**config.mk**
```make
export PLATFORM = sky130hd
export DESIGN_NAME = period_meter_flat
export DESIGN_NICKNAME = d
export VERILOG_FILES = /design/src/rtl/period_meter_pkg.sv /design/src/rtl/period_meter_if.sv /design/src/rtl/period_meter_sync_rise_detect.sv /design/src/rtl/period_meter.sv /design/src/flat_wrapper.sv
export SDC_FILE = /design/constraint.sdc
export NUM_CORES = 1
export LEC_CHECK = 0
export CAP_MARGIN = 0
export CORE_AREA = 2 2 103 105
export DETAILED_ROUTE_END_ITERATION = 8
export DIE_AREA = 0 0 105 107
export PLACE_DENSITY = 0.77
export SLEW_MARGIN = 30
export SYNTH_ARGS = -nofsm -noshare
export SYNTH_HDL_FRONTEND = slang
export SYNTH_SLANG_ARGS = --single-unit
```
**constraint.sdc**
```tcl
create_clock -name clock -period 3.19 [get_ports clock]
set_input_delay 0.957 -clock clock [delete_from_list [all_inputs] [get_ports clock]]
set_output_delay 0.957 -clock clock [all_outputs]
set_load 0.02 [all_outputs]
```
**src/rtl/period_meter_pkg.sv**
```systemverilog
// Shared constants for the period meter: FSM state encoding and the system
// clock rate, which the clock divider also uses.
package period_meter_pkg;

  localparam int unsigned SYSCLK_HZ = 50_000_000;
  localparam int unsigned DEFAULT_WIDTH = 28;

  typedef logic [1:0] state_t;

  localparam state_t ST_IDLE    = 2'd0;
  localparam state_t ST_MEASURE = 2'd1;
  localparam state_t ST_STALE   = 2'd2;

endpackage

```
**src/rtl/period_meter_if.sv**
```systemverilog
// Bundle of the measured input and the measurement results. The master side
// drives sig_in and reads results; the slave (the meter) does the opposite.
interface period_meter_if #(
  parameter int unsigned WIDTH = period_meter_pkg::DEFAULT_WIDTH
);

  logic             sig_in;
  logic [WIDTH-1:0] period;
  logic [WIDTH-1:0] high_time;
  logic             valid;
  logic             stale;

  modport master (
    output sig_in,
    input  period,
    input  high_time,
    input  valid,
    input  stale
  );

  modport slave (
    input  sig_in,
    output period,
    output high_time,
    output valid,
    output stale
  );

endinterface

```
**src/rtl/period_meter_sync_rise_detect.sv**
```systemverilog
// Two-flop synchronizer plus edge detector. All flops reset high so a line
// that is already high when reset releases never reports a rising edge.
module sync_rise_detect (
  input  logic clock,
  input  logic reset,
  input  logic async_i,
  output logic level_o,
  output logic rise_o
);

  logic s1_q;
  logic s2_q;
  logic prev_q;

  always_ff @(posedge clock) begin
    if (reset) begin
      s1_q   <= 1'b1;
      s2_q   <= 1'b1;
      prev_q <= 1'b1;
    end else begin
      s1_q   <= async_i;
      s2_q   <= s1_q;
      prev_q <= s2_q;
    end
  end

  assign level_o = s2_q;
  assign rise_o  = s2_q & ~prev_q;

endmodule

```
**src/rtl/period_meter.sv**
```systemverilog
// Measures period and high time of a slow input in system-clock cycles and
// flags the input stale when no rising edge shows up within TIMEOUT cycles.
module period_meter
  import period_meter_pkg::*;
#(
  parameter int unsigned      WIDTH   = DEFAULT_WIDTH,
  parameter logic [WIDTH-1:0] TIMEOUT = WIDTH'(2 * SYSCLK_HZ)
) (
  input  logic           clock,
  input  logic           reset,
  period_meter_if.slave  bus
);

  localparam logic [WIDTH-1:0] ONE = WIDTH'(1);

  logic level;
  logic rise;

  state_t           state_q,  state_d;
  logic [WIDTH-1:0] cnt_q,    cnt_d;
  logic [WIDTH-1:0] hcnt_q,   hcnt_d;
  logic [WIDTH-1:0] period_q, period_d;
  logic [WIDTH-1:0] high_q,   high_d;
  logic             valid_q,  valid_d;
  logic             stale_q,  stale_d;

  sync_rise_detect u_sync (
    .clock   (clock),
    .reset   (reset),
    .async_i (bus.sig_in),
    .level_o (level),
    .rise_o  (rise)
  );

  // A rise always wins over the timeout, so a period of exactly TIMEOUT is
  // still reported; counters saturate at TIMEOUT and can never wrap.
  always_comb begin
    state_d  = state_q;
    cnt_d    = cnt_q;
    hcnt_d   = hcnt_q;
    period_d = period_q;
    high_d   = high_q;
    valid_d  = 1'b0;
    stale_d  = stale_q;
    case (state_q)
      ST_IDLE: begin
        cnt_d  = '0;
        hcnt_d = '0;
        if (rise) begin
          cnt_d   = ONE;
          hcnt_d  = ONE;
          state_d = ST_MEASURE;
        end
      end
      ST_MEASURE: begin
        if (rise) begin
          period_d = cnt_q;
          high_d   = hcnt_q;
          valid_d  = 1'b1;
          cnt_d    = ONE;
          hcnt_d   = ONE;
        end else if (cnt_q == TIMEOUT) begin
          state_d = ST_STALE;
          stale_d = 1'b1;
        end else begin
          cnt_d  = cnt_q + ONE;
          hcnt_d = hcnt_q + WIDTH'(level);
        end
      end
      ST_STALE: begin
        if (rise) begin
          stale_d = 1'b0;
          cnt_d   = ONE;
          hcnt_d  = ONE;
          state_d = ST_MEASURE;
        end
      end
      default: state_d = ST_IDLE;
    endcase
  end

  always_ff @(posedge clock) begin
    if (reset) begin
      state_q  <= ST_IDLE;
      cnt_q    <= '0;
      hcnt_q   <= '0;
      period_q <= '0;
      high_q   <= '0;
      valid_q  <= 1'b0;
      stale_q  <= 1'b0;
    end else begin
      state_q  <= state_d;
      cnt_q    <= cnt_d;
      hcnt_q   <= hcnt_d;
      period_q <= period_d;
      high_q   <= high_d;
      valid_q  <= valid_d;
      stale_q  <= stale_d;
    end
  end

  assign bus.period    = period_q;
  assign bus.high_time = high_q;
  assign bus.valid     = valid_q;
  assign bus.stale     = stale_q;

endmodule
```
**src/flat_wrapper.sv**
```systemverilog
// flat-port wrapper written by rule: the top's interface ports become plain ports
module period_meter_flat import period_meter_pkg::*;
#(
  parameter int unsigned      WIDTH   = DEFAULT_WIDTH,
  parameter logic [WIDTH-1:0] TIMEOUT = WIDTH'(2 * SYSCLK_HZ)
)
  (clock, reset, bus_sig_in, bus_period, bus_high_time, bus_valid, bus_stale);
  period_meter_if #(.WIDTH(WIDTH)) bus_i ();
  input  logic clock;
  input  logic reset;
  input wire logic [$bits(bus_i.sig_in)-1:0] bus_sig_in;
  output wire logic [$bits(bus_i.period)-1:0] bus_period;
  output wire logic [$bits(bus_i.high_time)-1:0] bus_high_time;
  output wire logic [$bits(bus_i.valid)-1:0] bus_valid;
  output wire logic [$bits(bus_i.stale)-1:0] bus_stale;
  assign bus_i.sig_in = bus_sig_in;
  assign bus_period = bus_i.period;
  assign bus_high_time = bus_i.high_time;
  assign bus_valid = bus_i.valid;
  assign bus_stale = bus_i.stale;
  period_meter #(.WIDTH(WIDTH), .TIMEOUT(TIMEOUT)) u_core (.clock(clock), .reset(reset), .bus(bus_i));
endmodule
```
==> flow_summary_export.csv <==
group,metric,value,unit
outcome,outcome,"completed",
power,ir_worst_vdd,0.312,mV
global_routing,grt_pass1_wl,22500,µm
synthesis,syn_area_per_cell,8.20,µm²
sta,timing.fmax,383,MHz
place,port_buffers,60,
final_layout,fill_cells,886,
final_layout,final_util,66.6,%
clocking,postCtsResizedCells,0,
routing,drt_iter0_drc,284,
sta,period_share,81.7,%
floorplan,initial_core_util,54.7,%
clocking,insertion_delay,0.53,ns
floorplan,fp.coreArea,10100,µm²
routing,wire_per_inst,15.4,µm
synthesis,synthFlopType,"dfxtp_1",
clocking,clock_sinks,119,
clocking,ctsHoldBuffers,0,
clocking,cts_setup_buffers,0,
synthesis,synth.most_common_cell,"nand2_1",
power,powerDensity,498,nW/µm²
synthesis,synth_sequential_area_ratio,43.2,%
sta,post-route-min-period,2.61,ns
synthesis,yosysWarnings,0,
final_layout,drive_above_1_share,11.1,%
floorplan,dieWidth,105,µm
synthesis,synth_top_area_share,43.2,%
critical_path,cpMaxStageDelayCell,"or4b_1",
sta,rsz0062_at_grt,"false",
routing,routed_wl,13400,µm
synthesis,synth_seq_cells,119,
job,cap_violations,0,
final_layout,diodes,0,
synthesis,yosysUniqueCellTypes,68,
final_layout,final_nets,730,
clocking,numCtsBuffers,17,
routing,firstDrtPassIters,5,
critical_path,cp_max_fo,11,
synthesis,syn_nets,685,
clocking,clkSlewWorstSetupHoldPaths,0.06,ns
sta,finClkSkew,0.00585,ns
sta,final_max_slew_viol_count,0,
routing,ant_nets,0,
floorplan,die_y,107,µm
floorplan,rows,37,
floorplan,num_io_pins,61,
power,p_total,3.35,mW
final_layout,area_delta_synth_final,21.8,%
floorplan,fp.dieArea,11200,µm²
global_routing,overflow,0,
clocking,clock-root-buffer,"clkbuf_8",
place,gp_congestion,0.905,
synthesis,synth_area_leaders,"dfxtp_1, nand2_1, a21oi_1",
critical_path,crit_path_start_kind,"flop",
critical_path,path_buf_inv,2,
synthesis,synthCells,673,
clocking,cts_buffer_depth,2,
clocking,cts_tree,"built",
place,place_area,6170,µm²
synthesis,synth_edf_count,0,
final_layout,final_cell_area,6720,µm²
global_routing,track_usage,24.6,%
sta,tns,0,ns
sta,setup_viol,0,
critical_path,required,3.64,ns
synthesis,async_reset_ff_share,0,%
global_routing,grt_pass1_vias,4820,
synthesis,syn_area,5520,µm²
routing,drc,0,
global_routing,grt_max_degree,67,
critical_path,arrival,3.06,ns
clocking,htreeDepth,4,
hold_path,hold_class,"flop to flop",
place,dp_hpwl,8890,µm
routing,dr_total_vias,5065,
sta,relSlewSlack,37.9,%
sta,hold_viol_final,0,
synthesis,synth_area_leader_cell,"dfxtp_1",
sta,tightest_slew,0.925,ns
critical_path,cpPeakStageDelay,0.55,ns
routing,via_per_inst,5.84,
synthesis,synth_common_cells,"nand2_1, dfxtp_1, a21oi_1",
critical_path,worstSetupPathType,"flop to flop",
critical_path,endpoint_kind,"flop",
power,cellLeakagePower,2.16,nW
critical_path,path_cells,"inv_1 -> ha_1 -> nand3_1 -> buf_4 -> or3_4 -> or4b_1 -> a21oi_1",
global_routing,antenna_found_initial,0,
critical_path,cp_top_family,"simple AND/OR/NAND/NOR gates",
through the flow:
stage | setup slack (ns) | instances | hold slack, ns
floorplan | 0.986 | 673 | 0.389
global placement | 0.788 | 835 | 0.393
detailed placement | 0.675 | 835 | 0.396
CTS | 0.609 | 867 | 0.410
global route | 0.463 | 867 | 0.428
finish | 0.582 | 867 | 0.409
layout by cell type (no fill, tap or decap), types with 10 or more instances in the layout:
cell | netlist | layout
nand2_1 | 141 | 140
dfxtp_1 | 119 | 119
a21oi_1 | 101 | 101
clkdlybuf4s50_1 | 0 | 59
nor2_1 | 45 | 44
o21ai_0 | 26 | 26
clkbuf_16 | 0 | 16
nand4_1 | 15 | 15
nand3_1 | 14 | 14
inv_1 | 13 | 13
xnor2_1 | 12 | 12
buf_4 | 0 | 12
nor3_1 | 12 | 11
and3_1 | 10 | 10
a31oi_1 | 10 | 10
where the power goes:
| part | switching (mW) | internal (mW) | total (mW) |
|---|---|---|---|
| combinational | 0.0401 | 0.0151 | 0.0552 |
| sequential | 0.00307 | 1.49 | 1.49 |
| clock | 0.653 | 1.14 | 1.80 |
state kept, by name, summed over array words and instances (netlist names):
signal	count
u_core.bus.high_time	28
u_core.cnt_q	28
u_core.u_sync.prev_q	1
u_core.u_sync.s1_q	1
u_core.state_q	2
u_core.bus.stale	1
u_core.hcnt_q	28
u_core.u_sync.level_o	1
u_core.bus.valid	1
u_core.bus.period	28
routing by layer:
layer | part of all wire [%] | vias up | GRT usage [%]
li1 | - | 2462 | -
met1 | 43 | 2421 | 29.6
met2 | 50 | 150 | 42.2
met3 | 4.9 | 32 | 5.53
met4 | 2.8 | 0 | 10.8
met5 | 0 | - | 0
final timing paths:
| path | slack (ns) | depth (start not counted) | endpoint | from |
|---|---|---|---|---|
| hold / removal | 0.41 | 1 | u_core.u_sync.level_o$_SDFF_PP1_ | u_core.u_sync.s1_q$_SDFF_PP1_ |
| setup / recovery | 0.58 | 7 | u_core.hcnt_q[5]$_SDFFE_PP0P_ | u_core.state_q[0]$_SDFFE_PP0P_ |
| hold reg to reg | 0.41 | 1 | u_core.u_sync.level_o$_SDFF_PP1_ | u_core.u_sync.s1_q$_SDFF_PP1_ |
| setup reg to reg | 0.58 | 7 | u_core.hcnt_q[5]$_SDFFE_PP0P_ | u_core.state_q[0]$_SDFFE_PP0P_ |
kinds of logic (layout without fill, tap and decap cells):
| group | Yosys count | in the layout | share of synthesized area [%] |
|---|---|---|---|
| and+or+nand+nor | 305 | 305 | 30.0 |
| AOI/OAI and AO/OA | 168 | 168 | 17.8 |
| DFF | 119 | 119 | 43.2 |
| buffers and inverters | 58 | 116 | 4.83 |
| xor gates and xnor gates | 13 | 13 | 2.06 |
| adders and majority gates | 9 | 9 | 2.04 |
| muxes | 1 | 1 | 0.181 |
layout make-up:
class	instances	area [µm²]	area share [%]
clock inverter	9	100	1.49
inverter	13	48.8	0.726
tap	136	170	2.53
clock buffer	23	457	6.79
multi-input combinational	496	2890	42.9
timing repair buffer	71	681	10.1
sequential	119	2380	35.4
Note: power is estimated with default switching activity, not from simulation.
==> variant 1 (config.mk and constraints unchanged) <==
Set the package constant `DEFAULT_WIDTH` to 32 (it was 28).
--- a/src/rtl/period_meter_pkg.sv
+++ b/src/rtl/period_meter_pkg.sv
@@ -3,7 +3,7 @@
 package period_meter_pkg;
 
   localparam int unsigned SYSCLK_HZ = 50_000_000;
-  localparam int unsigned DEFAULT_WIDTH = 28;
+  localparam int unsigned DEFAULT_WIDTH = 32;
 
   typedef logic [1:0] state_t;
 
Ports: changed (resized bus_high_time and bus_period); port bits go from 61 to 69. The function was not compared with the original's and may differ.
==> variant 1 against the original RTL <==
  * Global-route usage increased by 6.3 points
  * Clock power grew 14%
  * Total power is 14% higher
  * Sequential share of layout area up 0.44 points
  * Synthesized area grew 11%
  * Sequential cell count is 16 higher
  * Routed wire length rose by 26%
  * The flow now finishes with violations (design-rule violations)
  * Maximum frequency shrank 5.3%
  * Worst setup slack got worse by 0.15 ns
  * Design area increased by 12%
  * Clock skew rose by 0.0051 ns
==> variant 1: results (changes against the original RTL) <==
** Outcome
- Outcome: finished with violations (was finished, final reports clean).
- Failing checks :: design-rule violations

** Global route
- The met3 layer usage reported by global route came to 0.06201 (was 0.05532).
- Overall Global Routing Usage :: 0.3092 (was 0.2462)
- The pin count of the biggest net entering global routing was 94 (was 67).
- Met2 Track Usage GR :: 0.4875 (was 0.4221)
- Vias in the first global route :: 5624 (was 4820)

** Route
- The vias per cell was 6.068 (was 5.842).
- The iteration count of the initial detailed-routing pass is 9 (was 5).
- Remaining design rule violation count :: 1 (was 0)
- The routed metal-1 wire length is 7281 um (was 5698 um).
- Met2 Routed Length :: 7895 um (was 6627 um)
- The detailed-routed wire length on met3 was 1411 um (was 657 um).

** Worst setup path
- The longest individual stage delay on the worst path came to 0.66 ns (was 0.55 ns).
- The worst-path maximum fanout was 9 (was 11).
- RR Startpoint :: u_core.cnt_q[0] (was u_core.state_q[0])
- Worst reg2reg path endpoint :: u_core.cnt_q[9] (was u_core.hcnt_q[5])
- Data arrival at the endpoint of the critical path :: 3.19 ns (was 3.06 ns)
- The worst-case reg-to-reg path depth came to 8 (was 7).
- Register-to-register setup slack :: 0.44 ns (was 0.58 ns)

** Final layout
- Count of filler cells inserted in the layout :: 779 (was 886)
- # nets final :: 839 (was 730)
- The ratio of cells with drive above 1 in the final layout is 0.08095 (was 0.1108).

** Pwr
- The static leakage was 2.555 nW (was 2.161 nW).
- The switching power came to 0.0008078 W (was 0.0006966 W).
- The total clock network power was 0.00206 W (was 0.00180 W).
- The combinational power came to 0.0000632 W (was 0.0000552 W).

** Placement
- The global placer's final weighted congestion came to 0.9286 (was 0.9047).
- Number of port buffers :: 68 (was 60)
- HPWL after detailed placement :: 10990 um (was 8890 um)
- Number of placed instances, taps included :: 944 (was 835)

** Yosys
- The post-synthesis average cell area came to 7.935 um2 (was 8.201 um2).
- Cell types with the highest counts after synthesis :: 177 x nand2_1, 135 x dfxtp_1, 89 x a21oi_1 (was 141 x nand2_1, 119 x dfxtp_1, 101 x a21oi_1)
- Count of unique library cells instantiated by Yosys :: 62 (was 68)
- The sequential share of the synthesized area was 0.4395 (was 0.4316).
[variant 1: cell types whose count changed in the layout (fill, tap and decap cells not counted), sizes merged, moves of 7 or more]
| cell | delta |
|---|---|
| a21o | +14 |
| a21oi | -11 |
| a311oi | -7 |
| and2 | +7 |
| buf | +8 |
| clkdlybuf4s50 | +8 |
| dfxtp | +16 |
| nand2 | +35 |
| nand3 | +10 |
| xnor2 | -9 |
| xor2 | +11 |
[variant 1: cell families (layout without fill, tap and decap cells)]
family                   count (synthesis)  count (layout)  synth area share
AND/OR/NAND/NOR                        358             358            0.2781
AO/OA/AOI/OAI                          195             195            0.1945
multiplexers                             1               1          0.001628
buffers and inverters                   62             127           0.04659
XOR/XNOR                                15              15           0.02136
adder cells (fa/ha/maj)                  9               9           0.01831
flip-flops                             135             135            0.4395
[variant 1: how the worst max path moves through the flow]
stage,to,start,slack [ns]
4_1_cts,u_core.cnt_q[9],u_core.cnt_q[0],0.51
2_1_floorplan,u_core.cnt_q[5],u_core.cnt_q[0],0.96
5_1_grt,u_core.cnt_q[21],u_core.cnt_q[0],0.31
6_report,u_core.cnt_q[9],u_core.cnt_q[0],0.44
3_5_place_dp,u_core.cnt_q[21],u_core.cnt_q[0],0.54
3_3_place_gp,u_core.cnt_q[5],u_core.cnt_q[0],0.58
[variant 1: layout make-up]
type / instances / area [um2] / area share
multi-input cells: 578 / 3164 / 0.4200
repair buffers: 87 / 843.3 / 0.1119
clock buffers: 19 / 431.7 / 0.05729
well taps: 136 / 170.2 / 0.02258
clock inverters: 13 / 192.7 / 0.02557
inverters: 8 / 30.03 / 0.003985
flip-flops and latches: 135 / 2703 / 0.3587
==> variant 2 (same settings) <==
Made on the original files. Make the reset (`reset`) asynchronous in 2 clocked blocks.
--- a/src/rtl/period_meter_sync_rise_detect.sv
+++ b/src/rtl/period_meter_sync_rise_detect.sv
@@ -12,7 +12,7 @@
   logic s2_q;
   logic prev_q;
 
-  always_ff @(posedge clock) begin
+  always_ff @(posedge clock or posedge reset) begin
     if (reset) begin
       s1_q   <= 1'b1;
       s2_q   <= 1'b1;
--- a/src/rtl/period_meter.sv
+++ b/src/rtl/period_meter.sv
@@ -79,7 +79,7 @@
     endcase
   end
 
-  always_ff @(posedge clock) begin
+  always_ff @(posedge clock or posedge reset) begin
     if (reset) begin
       state_q  <= ST_IDLE;
       cnt_q    <= '0;
Check against the original RTL: differs if reset is asserted again (counterexample within 10 cycles, from zero or initial values and one cycle with reset high); with reset held inactive, the same outputs for 10 cycles.
==> variant 2 against the original RTL <==
  * Routed wire length increased by 7.8%
  * Sequential cell count unchanged
  * Synthesized area increased by 4.7%
  * Design area increased by 6.0%
  * Worst setup slack improved by 0.0064 ns
  * Die area unchanged
  * Largest cell class is now sequential cells
  * Highest routed layer unchanged
Power is not compared: it rests on default switching activity, and its combinational part moved more than twofold at a synthesized area within 25%.
==> variant 2: results (changes against the original RTL) <==
** Outcome
- Outcome: finished, final reports clean (unchanged).

** Clock tree
- The post-CTS setup-driven buffer insertion count came to 0 (unchanged).
- The count of instances resized after the clock tree is built is 0 (unchanged).
- Master cell of the clock root buffer :: clkbuf_8 (unchanged)
- Clock edge transition at the registers on the reported setup and hold paths :: 0.05 ns

** Yosys
- The net count of the mapped netlist was 577 (was 685).
- Part of the Yosys area used for sequential elements :: 0.5161 (was 0.4316)
- The proportion of netlist area held by the largest area contributor came to 0.5025 (was 0.4316).
- The unique cell type count in the Yosys netlist came to 50 (was 68).
- The fraction of registers with async set or reset after synthesis was 1.000 (was 0).
- Total of warnings raised by yosys :: 0 (unchanged)
- Cell types with the highest counts after synthesis :: 116 x dfrtp_1, 62 x o21ai_0, 43 x mux2_2 (was 141 x nand2_1, 119 x dfxtp_1, 101 x a21oi_1)
- Area contributors post-synth :: dfrtp_1 50%, mux2_2 8.4%, o21ai_0 5.4% (was dfxtp_1 43%, nand2_1 9.6%, a21oi_1 9.2%)

** Final layout
- The count of antenna diodes in the layout was 0 (unchanged).
- The fill cell instance count of the final layout was 778 (was 886).
- Share of final-layout standard cells stronger than drive strength 1 :: 0.1595 (was 0.1108)
- # nets final :: 626 (was 730)

** Global route
- The first-pass GRT wire length is 23560 um (was 22470 um).
- The initial antenna violation count is 0 (unchanged).
- Vias in the first global route :: 4885 (was 4820)
- The pin count of the biggest net entering global routing came to 120 (was 67).
- Overall Global Routing Usage :: 0.2665 (was 0.2462)

** Route
- Detailed Route Iter0 Violations :: 348 (was 284)
- The detailed-route via count was 4921 (was 5065).
- Routed length per placed instance :: 18.87 um (was 15.40 um)
- First-pass detailed-route iteration total :: 8 (was 5)

** Timing
- Slew at the pin closest to its max-slew limit :: 0.8502 ns (was 0.9248 ns)
- Clk_skew :: 0.009140 ns (was 0.005849 ns)
- Minimum hold slack :: 0.3701 ns (was 0.4085 ns)

** Placement
- The post-detailed-placement half-perimeter wirelength is 8799 um (was 8890 um).
- GPL Wtd Cong :: 0.8808 (was 0.9047)
- Number of port buffers :: 60 (unchanged)

** Pwr
- Worst voltage drop across the vdd grid :: 0.3550 mV
- In this run the static leakage power is 3.051 nW.

** Worst setup path
- The worst-path cell with the longest stage delay was nor4_2 (was or4b_1).
- Largest fanout of any net on the critical path :: 5 (was 11)
- The destination of the worst register-to-register timing path is u_core.hcnt_q[24] (was u_core.hcnt_q[5]).
- RR Startpoint :: u_core.u_sync.level_o (was u_core.state_q[0])
- Data arrival at the endpoint of the critical path :: 2.99 ns (was 3.06 ns)
- Highest cell delay on the worst timing path :: 0.57 ns (was 0.55 ns)
- The worst-case reg-to-reg path depth is 7 (unchanged).

** Hold path
- Class of the worst hold path :: flip-flop to flip-flop (unchanged)
- The worst hold path stage count came to 0 (was 1).
- Origin of the worst min-delay path :: u_core.u_sync.s1_q (unchanged)
- Endpoint of the worst hold-timing path :: u_core.u_sync.level_o (unchanged)

** Job
- Number of max-cap violations :: 0 (unchanged)
==> variant 2: changes by cell type in the layout (fill, tap and decap cells not counted), moves of 20 or more <==
cell / before / now
a21oi_1: 101 / 15
nand2_1: 140 / 34
mux2_2: 0 / 43
dfrtp_1: 0 / 116
o31ai_1: 1 / 21
o21ai_0: 26 / 62
dfxtp_1: 119 / 0
nand3_1: 14 / 38
==> variant 2: layout make-up <==
type	instances	area (um2)	area share
Clock buffer	25	494.2	0.06936
Clock inverter	7	162.7	0.02283
Multi-Input combinational cell	389	2556	0.3587
Timing Repair Buffer	68	685.7	0.09622
Tap cell	136	170.2	0.02388
Inverter	19	75.07	0.01054
Sequential cell	119	2982	0.4184
==> variant 2: kinds of logic after synthesis <==
| logic type | share of synthesized area |
|---|---|
| flip-flops | 0.5161 |
| AND/OR/NAND/NOR | 0.1733 |
| AO/OA/AOI/OAI | 0.1631 |
| multiplexers | 0.08382 |
| adder cells (fa/ha/maj) | 0.01949 |
| buffers and inverters | 0.04418 |
==> variant 2: how the worst max path moves through the flow <==
stage,slack [ns],cells after the start,from,to
6_report,0.59,7,u_core.u_sync.level_o,u_core.hcnt_q[24]
5_1_grt,0.37,7,u_core.u_sync.level_o,u_core.hcnt_q[22]
4_1_cts,0.63,7,u_core.u_sync.level_o,u_core.hcnt_q[24]
3_5_place_dp,0.71,7,u_core.u_sync.level_o,u_core.hcnt_q[22]
3_3_place_gp,0.77,7,u_core.u_sync.level_o,u_core.hcnt_q[22]
2_1_floorplan,0.78,1,reset,u_core.bus.high_time[0]
==> variant 2: per-stage QoR <==
stage / instances / power [W] / area, um2 / worst slack [ns]
after floorplan: 565 / 0.002107 / 5781 / 0.7801
after global placement: 731 / 0.002266 / 6469 / 0.7722
after detailed placement: 731 / 0.002288 / 6469 / 0.7093
after CTS: 763 / 0.004407 / 7126 / 0.6311
after global routing: 763 / 0.004559 / 7126 / 0.3665
final: 763 / 0.004400 / 7126 / 0.5888
==> variant 2: power breakdown <==
group | leakage [nW] | switching (W) | internal (W)
clock network | 0.319 | 0.000663 | 0.00145
registers | 1.65 | 0.0000349 | 0.00155
logic | 1.09 | 0.000479 | 0.000219
total | 3.05 | 0.00118 | 0.00322
==> variant 2: per-layer routing <==
metal / wire length, um / GRT usage / vias to the layer above
li1: - / - / 2192
met1: 5548 / 0.3066 / 2429
met2: 7449 / 0.4703 / 249
met3: 904 / 0.05653 / 51
met4: 498 / 0.1362 / 0
met5: 0 / 0 / -
